--- src/rtl/pipe_stage_skid_pkg.sv ---
// pipe_stage_skid_pkg
//   Shared definitions for the skid-buffered pipeline stage: the default
//   datapath width and the occupancy state encoding used by the stage FSM.
package pipe_stage_skid_pkg;

    localparam int XLEN = 32;

    // Occupancy of the stage: nothing held, main register only, main + skid.
    typedef enum logic [1:0] {
        EMPTY = 2'd0,
        HALF  = 2'd1,
        FULL  = 2'd2
    } skid_state_e;

endpackage : pipe_stage_skid_pkg

--- src/rtl/pipe_sat_counter.sv ---
// pipe_sat_counter
//   Saturating up-counter used for stage performance statistics.
//   Ports:
//     clock - rising-edge clock
//     reset - synchronous, active-high; clears count
//     inc   - add one this cycle (ignored once count is all-ones)
//     count - current value, sticks at 2^CNT_W-1
module pipe_sat_counter #(
    parameter int CNT_W = 16
) (
    input  logic             clock,
    input  logic             reset,
    input  logic             inc,
    output logic [CNT_W-1:0] count
);

    // NOTE: sequential state uses non-blocking assignment so every register
    // samples pre-edge values regardless of block evaluation order.
    always_ff @(posedge clock) begin
        if (reset) begin
            count <= '0;
        end else if (inc && (count != '1)) begin
            count <= count + 1'b1;
        end
    end

endmodule : pipe_sat_counter

--- src/rtl/pipe_stage_skid.sv ---
// pipe_stage_skid
//   One pipeline stage with a valid/ready handshake and a single skid
//   register, so in_ready depends only on registered state. Intended as a
//   drop-in for the ID/EX/MEM/WB stage registers; the parent concatenates
//   its control and data fields into in_ctrl / in_data.
//   Ports:
//     clock, reset           - rising-edge clock, synchronous active-high reset
//     flush                  - discard every held beat and any beat offered now
//     in_valid/in_ready      - upstream handshake
//     in_data/in_ctrl        - upstream payload
//     out_valid/out_ready    - downstream handshake
//     out_data/out_ctrl      - downstream payload (out_ctrl forced to 0 on bubbles)
//     stall_cnt              - saturating count of in_valid & !in_ready cycles
//     bubble_cnt             - saturating count of out_ready & !out_valid cycles
module pipe_stage_skid
    import pipe_stage_skid_pkg::*;
#(
    parameter int DATA_W = XLEN,
    parameter int CTRL_W = 16,
    parameter int CNT_W  = 16
) (
    input  logic              clock,
    input  logic              reset,
    input  logic              flush,
    input  logic              in_valid,
    output logic              in_ready,
    input  logic [DATA_W-1:0] in_data,
    input  logic [CTRL_W-1:0] in_ctrl,
    output logic              out_valid,
    input  logic              out_ready,
    output logic [DATA_W-1:0] out_data,
    output logic [CTRL_W-1:0] out_ctrl,
    output logic [CNT_W-1:0]  stall_cnt,
    output logic [CNT_W-1:0]  bubble_cnt
);

    skid_state_e       state, state_next;
    logic [DATA_W-1:0] main_data, main_data_next;
    logic [CTRL_W-1:0] main_ctrl, main_ctrl_next;
    logic [DATA_W-1:0] skid_data, skid_data_next;
    logic [CTRL_W-1:0] skid_ctrl, skid_ctrl_next;
    logic              push, pop;

    // Handshake signals decode from registered state only: no path from
    // out_ready to in_ready.
    assign in_ready  = (state != FULL);
    assign out_valid = (state != EMPTY);
    assign push      = in_valid & in_ready;
    assign pop       = out_valid & out_ready;

    assign out_data  = main_data;
    // Bubbles must never carry RegWrite/MemWrite downstream.
    assign out_ctrl  = out_valid ? main_ctrl : '0;

    // NOTE: the payload registers are reset too, because out_data must read
    // zero straight after reset rather than whatever was last latched.
    always_ff @(posedge clock) begin
        if (reset) begin
            state     <= EMPTY;
            main_data <= '0;
            main_ctrl <= '0;
            skid_data <= '0;
            skid_ctrl <= '0;
        end else begin
            state     <= state_next;
            main_data <= main_data_next;
            main_ctrl <= main_ctrl_next;
            skid_data <= skid_data_next;
            skid_ctrl <= skid_ctrl_next;
        end
    end

    // NOTE: every output of this block is given a hold value first, so no
    // branch can leave one unassigned and infer a latch.
    always_comb begin
        state_next     = state;
        main_data_next = main_data;
        main_ctrl_next = main_ctrl;
        skid_data_next = skid_data;
        skid_ctrl_next = skid_ctrl;

        unique case (state)
            EMPTY: begin
                if (push) begin
                    state_next     = HALF;
                    main_data_next = in_data;
                    main_ctrl_next = in_ctrl;
                end
            end
            HALF: begin
                if (push && pop) begin
                    main_data_next = in_data;
                    main_ctrl_next = in_ctrl;
                end else if (push) begin
                    state_next     = FULL;
                    skid_data_next = in_data;
                    skid_ctrl_next = in_ctrl;
                end else if (pop) begin
                    state_next     = EMPTY;
                end
            end
            FULL: begin
                // in_ready is low here, so only a pop can happen.
                if (pop) begin
                    state_next     = HALF;
                    main_data_next = skid_data;
                    main_ctrl_next = skid_ctrl;
                end
            end
            default: state_next = EMPTY;
        endcase

        // Flush wins over any handshake; stale payload is hidden by out_valid.
        if (flush) begin
            state_next = EMPTY;
        end
    end

    pipe_sat_counter #(.CNT_W(CNT_W)) u_stall_cnt (
        .clock (clock),
        .reset (reset),
        .inc   (in_valid & ~in_ready & ~flush),
        .count (stall_cnt)
    );

    pipe_sat_counter #(.CNT_W(CNT_W)) u_bubble_cnt (
        .clock (clock),
        .reset (reset),
        .inc   (out_ready & ~out_valid & ~flush),
        .count (bubble_cnt)
    );

endmodule : pipe_stage_skid

--- config.mk ---
export PLATFORM = sky130hd
export DESIGN_NAME = pipe_stage_skid
export DESIGN_NICKNAME = d
export VERILOG_FILES = /design/src/rtl/pipe_stage_skid_pkg.sv /design/src/rtl/pipe_sat_counter.sv /design/src/rtl/pipe_stage_skid.sv
export SDC_FILE = /design/constraint.sdc
export NUM_CORES = 1
export LEC_CHECK = 0
export BUFFER_PORTS_ARGS = -buffer_cell sky130_fd_sc_hd__buf_2
export CELL_PAD_IN_SITES_DETAIL_PLACEMENT = 1
export CELL_PAD_IN_SITES_GLOBAL_PLACEMENT = 1
export CORE_UTILIZATION = 40
export CTS_BUF_LIST = sky130_fd_sc_hd__clkbuf_8
export DETAILED_ROUTE_END_ITERATION = 8
export GPL_ROUTABILITY_DRIVEN = 0
export PLACE_DENSITY = 0.79
export SYNTH_ARGS = -nofsm -noshare
export SYNTH_HDL_FRONTEND = slang
export SYNTH_HIERARCHICAL = 1
export SYNTH_SLANG_ARGS = --single-unit
--- constraint.sdc ---
create_clock -name clock -period 6.5 [get_ports clock]
set_input_delay 0.65 -clock clock [delete_from_list [all_inputs] [get_ports clock]]
set_output_delay 0.65 -clock clock [all_outputs]
set_load 0.005 [all_outputs]
==> metrics.csv <==
stage;metric;value;unit
yosys;ys.flop_type;dfxtp_1;
floorplan;die_y;125;um
route;routedWlPerCell;18.8;um
yosys;synth.largest_area_cell;dfxtp_1;
clock_network;cts_post_setup_buffers_inserted;0;
clock_network;cts_inserted_buffers;17;
yosys;synth_area_leaders;dfxtp_1, a211oi_1, mux2i_1, nand2_1, a21oi_1;
grt;antenna_found_initial;1;
power;vdd_drop_max;0.000150;V
clock_network;clkTransAtPathRegs;80;ps
yosys;synth_top_area_share;43.2;%
floorplan;ioPinCount;135;
yosys;synth_compound_area_share;22.8;%
timing;clock_skew;6.17;ps
cells_and_area;final_util;48.4;%
route;ant_nets;0;
yosys;postSynthAreaPerCell;9.03;um2
worst_hold_path;min_path_type;in2reg;
yosys;synth_top_family_by_area;compound AO/OA/AOI/OAI gates;
timing;period_needed;3360;ps
floorplan;placementRows;44;
route;drc;0;
placement;io_buffers;134;
yosys;ys_warn_count;6;
yosys;synth_xor_area_share;0.582;%
timing;period_share;51.7;%
timing;setup-tns-final;0;ps
yosys;synthCells;667;
timing;tightest_slew;1190;ps
grt;grt_first_pass_wirelength;29.8;mm
yosys;post_synth_num_cell_types;43;
placement;place_area;0.00670;mm2
clock_network;cts-root-buf;clkbuf_8;
floorplan;die_width;125;um
yosys;yosysMostFrequentCell;dfxtp_1;
grt;gr-total-overflow;0;
critical_path;endpoint_kind;flip-flop;
timing;max_freq;0.298;GHz
yosys;synth.yosys.seq_area_share;43.2;%
cells_and_area;drive_above_1_share;26.0;%
cells_and_area;nNetsFinal;821;
flow_run;drv_cap;0;
yosys;synth_common_cells;dfxtp_1, nand2_1, a211oi_1;
power;power_density;237;mW/mm2
yosys;synth_fp_nets;722;
yosys;synth.cell_area;0.00602;mm2
floorplan;start_util;41.3;%
critical_path;critPathArrivalTime;3690;ps
clock_network;clk_latency;450;ps
yosys;synth_fa_ha_area_share;0.416;%
status;status;complete, no violations;
cells_and_area;multi_input_area;0.00314;mm2
yosys;synthArstFlopShare;0;%
grt;grt_usage;23.9;%
critical_path;cp-start-kind;flip-flop;
cells_and_area;fill_cells;1728;
clock_network;cts_tree;done;
route;dr.pass1.iters;5;
yosys;synth_mux_area_share;8.87;%
timing;holdWs;421;ps
route;dr.first_iter.drc_count;348;
yosys;ys_ff_latch;130;
route;vias_per_cell;5.81;
grt;grt_max_degree;93;
route;vias;5596;
clock_network;clock_sinks;130;
timing;hold_viol;0;
yosys;synth_enable_flop_cells;0;
route;routed_wl;18.1;mm
critical_path;critPathKind;reg2reg;
placement;hpwl;11.5;mm
timing;setup_viol;0;
timing;slew_headroom;20.4;%
clock_network;cts_hold_buf;0;
timing;drv_slew;0;
grt;grt_pass1_vias;5846;
clock_network;htreeDepth;4;
clock_network;ctsResizeCount;0;
timing;rsz0062_at_grt;false;
floorplan;fp.dieArea;0.0156;mm2
cells_and_area;stdcell_area;0.00707;mm2
cells_and_area;regArea;0.00260;mm2
critical_path;critPathRequiredTime;6840;ps
floorplan;core_area;0.0146;mm2
critical_path;path_max_fanout;17;
power;p_leak;2.94;nW
yosys;synthSimpleGateAreaFrac;19.3;%
clock_network;clock_path_buffers;2;
cells_and_area;synthToLayoutAreaGrowth;17.3;%
## layer usage
layer  GRT usage (%)  wire [um]  up-vias  share of wire [%]
met1            28.5       7820     2748                 43
met3            6.44        846       30                4.7
met5               0          0        -                  0
met2            41.0       9010      161                 50
li1                -          -     2657                  -
met4            8.50        401        0                2.2
## where the power goes
part	switching, W	internal, W
Clock	0.000324	0.000325
Combinational	0.000102	0.0000702
Sequential	0.0000207	0.000829
## flip-flops by register name, summed over array words and instances (netlist names)
| name | count |
|---|---|
| out_data | 32 |
| u_stall_cnt/count | 16 |
| u_bubble_cnt/count | 16 |
| skid_data | 32 |
| state | 2 |
| main_ctrl | 16 |
| skid_ctrl | 16 |
## worst paths after layout
kind	startpoint	to	slack (ps)	cells after the start
worst max-delay path	state[1]$_SDFFE_PP0P_	u_bubble_cnt/count[11]$_SDFFE_PP0P_	3140	6
worst min-delay path	flush	state[0]$_SDFFE_PP0P_	420	2
worst max register to register	state[1]$_SDFFE_PP0P_	u_bubble_cnt/count[11]$_SDFFE_PP0P_	3140	6
worst min register to register	skid_data[23]$_SDFFE_PP0P_	skid_data[23]$_SDFFE_PP0P_	450	2
## stage by stage
step	cells	power (W)	worst slack (ps)
after global placement	931	0.00103	3260
final	963	0.00167	3140
after global routing	962	0.00174	2670
after floorplan	667	0.000970	4260
after CTS	962	0.00169	3090
after detailed placement	931	0.00104	3130
## worst max-delay path: stages, from the launching register on
cell	delay (ps)
dfxtp_1	400
nor2_1	880
inv_1	150
nor3b_1	650
nand2_1	400
nor4bb_1	390
mux2_2	370
## cell type report
| class | instances | area share, % |
|---|---|---|
| Timing Repair Buffer | 137 | 9.84 |
| Clock buffer | 20 | 3.90 |
| Inverter | 8 | 0.425 |
| Tap cell | 184 | 3.26 |
| Clock inverter | 11 | 1.26 |
| Sequential cell | 130 | 36.8 |
| Multi-Input combinational cell | 472 | 44.5 |
| Antenna cell | 1 | 0.0354 |
## layout by cell type (no fill, tap or decap), drive strengths merged, types with 9 or more instances in the layout
cell and instances:
dfxtp 130, nor2 13, mux2i 50, nor2b 20
or4 14, clkbuf 20, nand2 112, a211oi 97
buf 137, inv 9, nand3 12, a21oi 68
o31ai 12
## kinds of logic after synthesis
| kind of cell | count (synthesis) |
|---|---|
| AND/OR/NAND/NOR | 219 |
| flip-flops | 130 |
| buffers and inverters | 65 |
| XOR/XNOR | 4 |
| multiplexers | 53 |
| adder cells (fa/ha/maj) | 2 |
| AO/OA/AOI/OAI | 194 |
(Power assumes the default switching activity.)
